**src/rtl/safebox_ctrl.sv**
```systemverilog
// -----------------------------------------------------------------------------
// safebox_ctrl
//
// Password-lock controller for a 4-digit safe box. The controller takes
// single-cycle key pulses from the debounce stage and a 4-bit digit switch
// bank. It collects a 4-digit entry and compares it with the stored password.
// It opens the box, raises an alarm after repeated wrong attempts, and lets a
// new password be stored while the box is open.
//
// Ports
//   clk          system clock
//   rst          synchronous, active-high reset
//   digit_in     digit switches, sampled only on an accepted enter pulse
//   enter_pulse  captures digit_in as the next digit
//   clear_pulse  discards the partial entry (aborts a password change)
//   lock_pulse   relocks the box
//   set_pulse    starts a password change while open
//   unlock       high in OPEN and SET
//   alarm        high in ALARM
//   err_cnt      consecutive wrong attempts (saturates at MAX_ERR)
//   digit_cnt    digits captured in the current entry (0..3)
//   state_o      LOCKED=0, CHECK=1, OPEN=2, SET=3, ALARM=4
//   pwd_updated  one-cycle pulse when a new password is stored
// -----------------------------------------------------------------------------
module safebox_ctrl #(
    parameter logic [15:0] DEFAULT_PWD  = 16'h1234,
    parameter int          MAX_ERR      = 3,
    parameter int          OPEN_CYCLES  = 50_000_000,
    parameter int          ALARM_CYCLES = 250_000_000,
    parameter int          TIMER_W      = 28
) (
    input  logic       clk,
    input  logic       rst,
    input  logic [3:0] digit_in,
    input  logic       enter_pulse,
    input  logic       clear_pulse,
    input  logic       lock_pulse,
    input  logic       set_pulse,
    output logic       unlock,
    output logic       alarm,
    output logic [1:0] err_cnt,
    output logic [2:0] digit_cnt,
    output logic [2:0] state_o,
    output logic       pwd_updated
);

    typedef enum logic [2:0] {
        S_LOCKED = 3'd0,
        S_CHECK  = 3'd1,
        S_OPEN   = 3'd2,
        S_SET    = 3'd3,
        S_ALARM  = 3'd4
    } state_t;

    localparam logic [TIMER_W-1:0] OPEN_LOAD  = TIMER_W'(OPEN_CYCLES);
    localparam logic [TIMER_W-1:0] ALARM_LOAD = TIMER_W'(ALARM_CYCLES);
    localparam logic [2:0]         MAX_ERR_W  = 3'(MAX_ERR);

    state_t             state;
    logic [15:0]        entry;
    logic [15:0]        pwd;
    logic [TIMER_W-1:0] timer;

    // Only the highest-priority pulse of a cycle is acted on:
    // clear > lock > set > enter.
    logic clear_acc;
    logic lock_acc;
    logic set_acc;
    logic enter_acc;

    assign clear_acc = clear_pulse;
    assign lock_acc  = lock_pulse  & ~clear_pulse;
    assign set_acc   = set_pulse   & ~clear_pulse & ~lock_pulse;
    assign enter_acc = enter_pulse & ~clear_pulse & ~lock_pulse & ~set_pulse;

    logic [15:0] shifted;
    logic        last_digit;
    logic [2:0]  err_next;

    assign shifted    = {entry[11:0], digit_in};
    assign last_digit = (digit_cnt == 3'd3);
    assign err_next   = {1'b0, err_cnt} + 3'd1;

    assign state_o = state;

    // NOTE: all state and outputs update with non-blocking assignments so every
    // branch sees the values from before this edge; mixing in blocking writes
    // would make results depend on statement order.
    always_ff @(posedge clk) begin
        if (rst) begin
            state       <= S_LOCKED;
            entry       <= '0;
            pwd         <= DEFAULT_PWD;
            timer       <= '0;
            unlock      <= 1'b0;
            alarm       <= 1'b0;
            err_cnt     <= 2'd0;
            digit_cnt   <= 3'd0;
            pwd_updated <= 1'b0;
        end else begin
            pwd_updated <= 1'b0;

            case (state)
                S_LOCKED: begin
                    if (clear_acc) begin
                        entry     <= '0;
                        digit_cnt <= 3'd0;
                    end else if (enter_acc) begin
                        entry <= shifted;
                        if (last_digit) begin
                            digit_cnt <= 3'd0;
                            state     <= S_CHECK;
                        end else begin
                            digit_cnt <= digit_cnt + 3'd1;
                        end
                    end
                end

                S_CHECK: begin
                    entry     <= '0;
                    digit_cnt <= 3'd0;
                    if (entry == pwd) begin
                        state   <= S_OPEN;
                        err_cnt <= 2'd0;
                        timer   <= OPEN_LOAD;
                        unlock  <= 1'b1;
                    end else if (err_next >= MAX_ERR_W) begin
                        // >= rather than == keeps err_cnt saturated even if it
                        // ever sat at MAX_ERR on entry.
                        state   <= S_ALARM;
                        err_cnt <= MAX_ERR_W[1:0];
                        timer   <= ALARM_LOAD;
                        alarm   <= 1'b1;
                    end else begin
                        state   <= S_LOCKED;
                        err_cnt <= err_next[1:0];
                    end
                end

                S_OPEN: begin
                    if (lock_acc) begin
                        state  <= S_LOCKED;
                        timer  <= '0;
                        unlock <= 1'b0;
                    end else if (set_acc) begin
                        state     <= S_SET;
                        entry     <= '0;
                        digit_cnt <= 3'd0;
                    end else if (timer <= TIMER_W'(1)) begin
                        // Last open cycle: unlock stays high exactly OPEN_CYCLES.
                        state  <= S_LOCKED;
                        timer  <= '0;
                        unlock <= 1'b0;
                    end else begin
                        timer <= timer - TIMER_W'(1);
                    end
                end

                S_SET: begin
                    // Timer is frozen here; the box cannot auto-relock mid-change.
                    if (clear_acc) begin
                        state     <= S_OPEN;
                        timer     <= OPEN_LOAD;
                        entry     <= '0;
                        digit_cnt <= 3'd0;
                    end else if (lock_acc) begin
                        state     <= S_LOCKED;
                        timer     <= '0;
                        unlock    <= 1'b0;
                        entry     <= '0;
                        digit_cnt <= 3'd0;
                    end else if (enter_acc) begin
                        if (last_digit) begin
                            pwd         <= shifted;
                            pwd_updated <= 1'b1;
                            state       <= S_OPEN;
                            timer       <= OPEN_LOAD;
                            entry       <= '0;
                            digit_cnt   <= 3'd0;
                        end else begin
                            entry     <= shifted;
                            digit_cnt <= digit_cnt + 3'd1;
                        end
                    end
                end

                S_ALARM: begin
                    if (timer <= TIMER_W'(1)) begin
                        state   <= S_LOCKED;
                        timer   <= '0;
                        alarm   <= 1'b0;
                        err_cnt <= 2'd0;
                    end else begin
                        timer <= timer - TIMER_W'(1);
                    end
                end

                default: begin
                    state     <= S_LOCKED;
                    entry     <= '0;
                    timer     <= '0;
                    unlock    <= 1'b0;
                    alarm     <= 1'b0;
                    digit_cnt <= 3'd0;
                end
            endcase
        end
    end

endmodule

```
**config.mk**
```make
export PLATFORM = sky130hd
export DESIGN_NAME = safebox_ctrl
export DESIGN_NICKNAME = d
export VERILOG_FILES = /design/src/rtl/safebox_ctrl.sv
export SDC_FILE = /design/constraint.sdc
export NUM_CORES = 1
export LEC_CHECK = 0
export CELL_PAD_IN_SITES_DETAIL_PLACEMENT = 1
export CELL_PAD_IN_SITES_GLOBAL_PLACEMENT = 2
export CORE_MARGIN = 10
export CORE_UTILIZATION = 35
export DETAILED_ROUTE_END_ITERATION = 16
export GPL_ROUTABILITY_DRIVEN = 0
export PLACE_DENSITY = 0.82
export SKIP_CTS_REPAIR_TIMING = 1
export SYNTH_ARGS = -nofsm -noshare
export SYNTH_HDL_FRONTEND = slang
export SYNTH_SLANG_ARGS = --single-unit
```
**constraint.sdc**
```tcl
create_clock -name clk -period 3.65 [get_ports clk]
set_input_delay 1.095 -clock clk [delete_from_list [all_inputs] [get_ports clk]]
set_output_delay 1.095 -clock clk [all_outputs]
set_load 0.1 [all_outputs]
```
==> results list, run 1 <==
- The run finished with clean final reports.
* Clock latency of the later-clocked register in the worst-skew pair: 0.37 ns
- Pre-Repair DR Iteration Count: 4
* Via count of the first global-routing pass: 3,763
- Actual slew at the worst max-slew pin: 0.9603 ns
* Wire length on met1: 5.758 mm
- Synthesized flop and latch total: 71
* Instance count of the mapped netlist: 496
- For this run, the register share of the synthesized area comes to 37.58%.
* Global-route wire length before repair: 19.91 mm
- For the worst setup path, the data arrival time is 3.39 ns.
- In the final design database the tool counted 523 nets.
- The initial antenna violation count was 0.
- Detailed placement finished with a half-perimeter wire length of 8.000 mm.
- The core region is 10,420 um^2.
- The final route contains 3,707 vias.
* Crit-path max cell delay: 0.51 ns
* Achievable clock frequency: 0.3212 GHz
* Dominant cell type by area after synthesis: sky130_fd_sc_hd__dfxtp_1
- Setup Skew: 0.008687 ns
* Total met2 wirelength after detailed routing: 5.349 mm
* Total of buffers placed on input and output ports: 20
- Pin count of the biggest net entering global routing: 51
- TritonCTS Sinks: 71
- In this run the mean area of a mapped cell was 7.626 um^2.
- Top layer in use: met4
* Endpoints failing hold: 0
- Die extent in x: 124.0 um
* Final count of pins violating max slew: 0
- After the flow finishes, the layout carries non-filler instances totaling 651.
- The synthesized netlist contains 57 unique library cells.
* Post-Route WL: 11.76 mm
- Clock-pin transition on the worst setup and hold timing paths: 0.08 ns
- Adding up every negative setup slack in the final design gives 0 ns.
- The tightest min-delay check is of the reg2reg type.
- Post-route ant nets: 0
- Leakage power of the design: 1.521 nW
- Synth top area share: 37.58%
- Of all nets on the critical path, the largest fanout is 20.
- Placed Cells: 635
- Total met3 wirelength after detailed routing: 476 um
* Cell family with the largest share of critical-path delay: simple AND/OR/NAND/NOR gates
- The floorplan has 37 rows.
- Cell at the slowest stage of the critical path: sky130_fd_sc_hd__or3b_2
- The worst setup path is of the in2reg kind.
- Utilization of the core after routing: 41.77%
- WP buf/inv: 2
* Max-slew headroom: 35.98%
- The cell area that synthesis handed to floorplanning was 3782 um^2.
- Asr flop ratio synth: 0%
- In the global route stage, overall resource usage came out at 16.12%.
* RSZ-0062 raised after global routing: no
* Total die area: 15,360 um^2
* TritonCTS buffer count: 9
- STA puts the critical path data required time at 3.92 ns.
- The root buffer cell chosen for the clock tree is sky130_fd_sc_hd__clkbuf_8.
- 21 I/O pins were placed.
- VDD sags by at most 0.1286 mV.
* Most area-consuming cells after synthesis: sky130_fd_sc_hd__dfxtp_1 (38%), sky130_fd_sc_hd__a21oi_1 (8.6%), sky130_fd_sc_hd__nand2_1 (6.8%)
* Number of failing setup endpoints in the final timing report: 0
* Sum of internal, switching and leakage power: 1.494 mW
- Worst setup EP type: flip-flop
* Startpoint type of the worst setup path: input port
- Area growth from synthesis to layout: 15.02%
- Yosys mapped a number of flops with a built-in enable equal to 0.
- Net count of the mapped netlist: 509
* Maximum count of clock buffers along a single path: 2
- Initial core utilization: 36.31%
* Proportion of layout cells with a drive suffix above 1: 11.84%
- Fin crit period: 3.114 ns
- Total gr overflow: 0
- Max Cap Viol: 0
* Starting DRT DRC Count: 225
* Clock tree from TritonCTS: yes
* Via/cell ratio: 5.694
- The worst path uses 85.31% of the clock period.
* Primary FF master, synth: sky130_fd_sc_hd__dfxtp_1
- Min Hold Slack: 0.4708 ns
* Total power density per cell area: 343.3 nW/um^2
- Die Y-Extent: 124.0 um
- Synth warn: 0
* Cell chain of the critical path: clkdlybuf4s50_1, or3b_2, nor3_1, o21ai_0, o31ai_2, buf_12, a31oi_1, a211oi_1
- After detailed routing, the average wire length per cell comes to 18.06 um.
* Number of levels in the clock H-tree: 3
- 0 antenna diodes ended up in the layout.
- In the routed design, unresolved DRC markers number 0.
## synth_stat cells, types with 4 or more instances
library cell / instances
sky130_fd_sc_hd__a211oi_1: 7
sky130_fd_sc_hd__a21oi_1: 65
sky130_fd_sc_hd__a311oi_1: 5
sky130_fd_sc_hd__a31oi_1: 8
sky130_fd_sc_hd__buf_2: 4
sky130_fd_sc_hd__clkbuf_1: 29
sky130_fd_sc_hd__dfxtp_1: 71
sky130_fd_sc_hd__inv_1: 8
sky130_fd_sc_hd__nand2_1: 69
sky130_fd_sc_hd__nand2b_1: 12
sky130_fd_sc_hd__nand3_1: 27
sky130_fd_sc_hd__nand3b_1: 8
sky130_fd_sc_hd__nand4_1: 7
sky130_fd_sc_hd__nor2_1: 34
sky130_fd_sc_hd__nor2b_1: 4
sky130_fd_sc_hd__nor3_1: 28
sky130_fd_sc_hd__nor4_1: 6
sky130_fd_sc_hd__o211ai_1: 6
sky130_fd_sc_hd__o21ai_0: 20
sky130_fd_sc_hd__o32ai_1: 6
sky130_fd_sc_hd__or3_1: 5
sky130_fd_sc_hd__xnor2_1: 17
## cell usage in the layout (no fill, tap or decap), types with 2 or more instances in the layout
cell type                         Yosys  final
sky130_fd_sc_hd__clkbuf_8             0      9
sky130_fd_sc_hd__inv_1                8      8
sky130_fd_sc_hd__nand3b_1             8      8
sky130_fd_sc_hd__dfxtp_1             71     71
sky130_fd_sc_hd__and3_1               2      2
sky130_fd_sc_hd__or3_2                2      2
sky130_fd_sc_hd__nor2_1              34     34
sky130_fd_sc_hd__xnor2_1             17     17
sky130_fd_sc_hd__or3_1                5      5
sky130_fd_sc_hd__nand4_1              7      7
sky130_fd_sc_hd__o32ai_1              6      6
sky130_fd_sc_hd__clkinv_4             0      2
sky130_fd_sc_hd__nor4_1               6      5
sky130_fd_sc_hd__o221ai_1             2      2
sky130_fd_sc_hd__o311a_1              2      2
sky130_fd_sc_hd__nor2b_1              4      4
sky130_fd_sc_hd__nand3_1             27     27
sky130_fd_sc_hd__o2bb2ai_1            2      2
sky130_fd_sc_hd__buf_4                1     27
sky130_fd_sc_hd__and2_1               2      2
sky130_fd_sc_hd__nor3_2               0      2
sky130_fd_sc_hd__a211oi_1             7      6
sky130_fd_sc_hd__o211ai_1             6      6
sky130_fd_sc_hd__buf_12               0      2
sky130_fd_sc_hd__or2_2                3      3
sky130_fd_sc_hd__nand2_1             69     69
sky130_fd_sc_hd__nor4b_1              2      2
sky130_fd_sc_hd__a31oi_1              8      8
sky130_fd_sc_hd__nand2b_1            12     12
sky130_fd_sc_hd__nor3_1              28     26
sky130_fd_sc_hd__a21o_1               3      3
sky130_fd_sc_hd__o31ai_1              2      2
sky130_fd_sc_hd__a21oi_1             65     65
sky130_fd_sc_hd__a311oi_1             5      5
sky130_fd_sc_hd__o21ai_0             20     20
sky130_fd_sc_hd__ha_1                 3      3
sky130_fd_sc_hd__clkdlybuf4s50_1      0      8
sky130_fd_sc_hd__or4_4                2      2
## state kept, by name (all words and copies together), names as in the netlist
register     count
pwd_updated      1
unlock           1
err_cnt          2
digit_cnt        3
pwd             16
timer           28
state_o          3
entry           16
alarm            1
## logic make-up (layout without fill, tap and decap cells)
logic type	count (synthesis)	in the layout	share of synthesized area (%)
AND/OR/NAND/NOR	219	219	29.01
AO/OA/AOI/OAI	142	142	23.52
flip-flops	71	71	37.58
buffers and inverters	43	62	4.697
XOR/XNOR	17	17	3.936
adder cells (fa/ha/maj)	3	3	0.9925
multiplexers	1	1	0.2646
## area by class of cell
cell class                 instances  area, um^2
multi-input combinational        382        2205
sequential                        71        1421
clock buffer                      10       127.6
tap                              136       170.2
inverter                           8       30.03
fill                            1292        6066
clock inverter                     6       68.82
timing repair buffer              38       327.8
## worst register-to-register path, cell delays in order (launching register included)
cell                       delay, ns
sky130_fd_sc_hd__dfxtp_1        0.37
sky130_fd_sc_hd__nor3_1         0.58
sky130_fd_sc_hd__nand3b_1       0.38
sky130_fd_sc_hd__nor4_4         0.44
sky130_fd_sc_hd__buf_4          0.24
sky130_fd_sc_hd__a211oi_2       0.05
sky130_fd_sc_hd__buf_4          0.24
sky130_fd_sc_hd__a32oi_1        0.23
sky130_fd_sc_hd__a31oi_1        0.10
## report_power, final
part / internal, mW / switching [mW] / total (mW) / leakage, nW
registers: 0.776 / 0.00317 / 0.780 / 0.572
logic: 0.0250 / 0.0390 / 0.0640 / 0.852
clock network: 0.319 / 0.331 / 0.650 / 0.0968
## stage by stage
step	area, um^2	worst slack, ns
after floorplan	3782	0.7752
after global placement	4154	0.2309
after detailed placement	4154	0.1672
after CTS	4350	0.5431
after global routing	4350	0.3555
final	4350	0.5362
## layer usage
layer,vias up,GRT usage (%)
met5,-,0
met4,0,5.324
met3,12,3.575
met2,51,24.90
met1,1816,21.80
li1,1828,-
## final timing paths
kind	startpoint	to	slack (ns)	depth (start not counted)
max	clear_pulse	timer[8]	0.54	8
max reg2reg	timer[10]	timer[22]	0.88	8
min	alarm	alarm	0.47	2
min reg2reg	alarm	alarm	0.47	2
No activity file was read; power rests on OpenSTA's default activity.
==> run 2: changes to the inputs <==
--- a/config.mk
+++ b/config.mk
@@ -13,6 +13,7 @@
 export GPL_ROUTABILITY_DRIVEN = 0
 export PLACE_DENSITY = 0.82
 export SKIP_CTS_REPAIR_TIMING = 1
+export SLEW_MARGIN = 5
 export SYNTH_ARGS = -nofsm -noshare
 export SYNTH_HDL_FRONTEND = slang
 export SYNTH_SLANG_ARGS = --single-unit
==> results of run 2 <==
The final DEF is identical to that of run 1; final timing and power are the same.
==> run 3: changes to the inputs <==
--- a/config.mk
+++ b/config.mk
@@ -8,10 +8,10 @@
 export CELL_PAD_IN_SITES_DETAIL_PLACEMENT = 1
 export CELL_PAD_IN_SITES_GLOBAL_PLACEMENT = 2
 export CORE_MARGIN = 10
-export CORE_UTILIZATION = 35
+export CORE_UTILIZATION = 38
 export DETAILED_ROUTE_END_ITERATION = 16
 export GPL_ROUTABILITY_DRIVEN = 0
-export PLACE_DENSITY = 0.82
+export PLACE_DENSITY = 0.88
 export SKIP_CTS_REPAIR_TIMING = 1
 export SLEW_MARGIN = 5
 export SYNTH_ARGS = -nofsm -noshare
==> constraint.sdc (replaced) <==
create_clock -name clk -period 3.63 [get_ports clk]
set_input_delay 1.089 -clock clk [delete_from_list [all_inputs] [get_ports clk]]
set_output_delay 1.089 -clock clk [all_outputs]
set_load 0.1 [all_outputs]
==> results list, run 3 (synthesized netlist as in run 1, its figures left out) <==
- Status: finished clean
- Total global routing track utilization: 16.22% (+0.097 points)
* Pin count of the biggest net entering global routing: 31 (-39%)
- The worst path uses 86.29% of the clock period.
* Endpoints failing hold: 0 (unchanged)
* Number of antenna violations at the first check in global routing: 0 (unchanged)
- The post-route clock skew is 0.007817 ns (-0.0008697 ns).
- The count of port buffers added during placement came to 20 (unchanged).
* Placed Cells: 631 (-0.63%)
- Static timing analysis puts the maximum clock frequency at 0.3193 GHz.
* Clock tree from TritonCTS: yes
* Post-route insts no fill: 647 (-0.61%)
- Proportion of layout cells with a drive suffix above 1: 11.67% (-0.17 points)
* Final-layout setup total negative slack: 0 ns (unchanged)
- Fin crit period: 3.132 ns
* Utilization of the core after routing: 44.24% (+2.5 points)
- Worst setup slack after layout: 0.4978 ns (-0.03837 ns)
- The average wire per cell in the routed design was 17.91 um (-0.85%).
- The flip-flop count of the largest register, all copies and words added was 28 (unchanged).
* Number of levels in the clock H-tree: 3 (unchanged)
* TritonCTS buffer count: 9 (unchanged)
- The row count came to 36 (-2.7%).
- Max-slew headroom: 53.85% (+18 points)
* Fin nets: 522 (-0.19%)
- Total via count in the routed design: 3,729 (+0.59%)
- The die outline height came to 119.8 um (-3.4%).
* Number of failing setup endpoints in the final timing report: 0 (unchanged)
- The worst setup path is captured at a flip-flop.
* Die extent in x: 119.8 um (-3.4%)
- Tightest Hold Check Type: reg2reg
* Actual slew at the worst max-slew pin: 0.6850 ns (-0.2753 ns)
- From synthesis to final layout, the design area changed by 13.79%.
- The largest registers in the layout are timer x28, entry x16, pwd x16.
- Total die area: 14,340 um^2 (-6.6%)
- Detailed placement HPWL: 7.924 mm (-0.95%)
- Max Cap Viol: 0 (unchanged)
* Register with the highest flop count: timer
- Initial core utilization: 38.88% (+2.6 points)
- Most frequent cells in the layout: sky130_fd_sc_hd__dfxtp_1 (71), sky130_fd_sc_hd__nand2_1 (69), sky130_fd_sc_hd__a21oi_1 (65)
- The clock latency reported for the late side of the worst-skew pair was 0.35 ns (-0.02 ns).
- The final hold slack was 0.4630 ns (-0.007796 ns).
- The number of optimization iterations in the first detailed-route pass is 4 (unchanged).
- The detail-routed via count per cell is 5.764 (+1.2%).
- Critical path peak fanout: 10 (-50%)
- # IOs: 21 (unchanged)
* Post-place setup slack: 0.1904 ns (+0.02319 ns)
- Cell at the root of the clock tree: sky130_fd_sc_hd__clkbuf_8
* Most common cell after layout, fill and taps aside: sky130_fd_sc_hd__dfxtp_1
- The number of global-route vias before repair came to 3,830 (+1.8%).
* RSZ-0062 raised after global routing: no
* Final count of pins violating max slew: 0 (unchanged)
* Total power density per cell area: 332.0 nW/um^2 (-3.3%)
- The first-pass GRT wire length is 19.38 mm (-2.7%).
* Maximum count of clock buffers along a single path: 2 (unchanged)
- Starting DRT DRC Count: 205 (-8.9%)
- Number of diodes added for antenna fixing: 0 (unchanged)
- The worst setup path is launched from an input port.
* Startpoint of the worst register-to-register path: timer[18]
* Clock-pin transition on the worst setup and hold timing paths: 0.08 ns (about the same)
* Number of fill cells: 1,246 (-3.6%)
- Worst Setup Path Type: in2reg
- The startpoint identified for the worst hold timing path is alarm.
* CP Launch Point: clear_pulse
- Total gr overflow: 0 (unchanged)
* Post-route DRC violation count: 0 (unchanged)
- The cell leakage power is 1.497 nW (-1.6%).
- Maximum ir drop on the vdd rail: 0.1436 mV (+12%)
* Post-Route WL: 11.59 mm (-1.5%)
- Post-route ant nets: 0 (unchanged)
* Required time at the worst-slack endpoint: 3.86 ns (-0.06 ns)
* TritonCTS Sinks: 71 (unchanged)
- The data arrival time of the worst path was 3.36 ns (-0.03 ns).
- The placeable core region came to 9729 um^2 (-6.6%).
run 3: changes by cell type in the layout (fill, tap and decap cells not counted):
cell	previous run	this run
sky130_fd_sc_hd__buf_12	2	1
sky130_fd_sc_hd__bufinv_16	1	0
sky130_fd_sc_hd__clkinvlp_4	1	2
run 3: routing by layer:
metal / routed length, um / GRT usage, %
met1: 5399 / 19.91
met2: 5637 / 27.61
met4: 189 / 4.902
met5: 0 / 0
met3: 361 / 3.704
run 3: cell type report:
class | count | area, um^2 | area share [%]
Clock buffer | 10 | 127.6 | 2.965
Clock inverter | 6 | 46.29 | 1.076
Inverter | 8 | 30.03 | 0.6977
Multi-Input combinational cell | 382 | 2205 | 51.22
Sequential cell | 71 | 1421 | 33.02
Tap cell | 133 | 166.4 | 3.866
Timing Repair Buffer | 37 | 307.8 | 7.151
run 3: critical path, cell delays in order:
cell and delay, ns:
sky130_fd_sc_hd__clkdlybuf4s50_1 0.49, sky130_fd_sc_hd__or3b_2 0.55, sky130_fd_sc_hd__nor3_1 0.32, sky130_fd_sc_hd__o21ai_0 0.26
sky130_fd_sc_hd__o31a_1 0.33, sky130_fd_sc_hd__a22oi_1 0.23, sky130_fd_sc_hd__a21oi_1 0.09
run 3: metrics by stage:
| step | power (mW) | cell area [um^2] |
|---|---|---|
| detailed placement | 0.8656 | 4130 |
| global placement | 0.8640 | 4130 |
| floorplan | 0.8373 | 3782 |
| finish | 1.429 | 4304 |
| global route | 1.494 | 4304 |
| CTS | 1.449 | 4304 |
run 3: worst paths after layout:
path / end / slack (ns) / cells past startpoint
worst max-delay path: timer[17] / 0.50 / 7
worst min-delay path: alarm / 0.46 / 2
worst max register to register: timer[14] / 0.87 / 8
worst min register to register: alarm / 0.46 / 2
run 3: report_power, final:
group          leakage (nW)  internal [mW]  switching (mW)
Combinational         0.842         0.0237          0.0389
Sequential            0.572          0.781         0.00336
Clock                0.0829          0.252           0.330
Total                  1.50           1.06           0.373
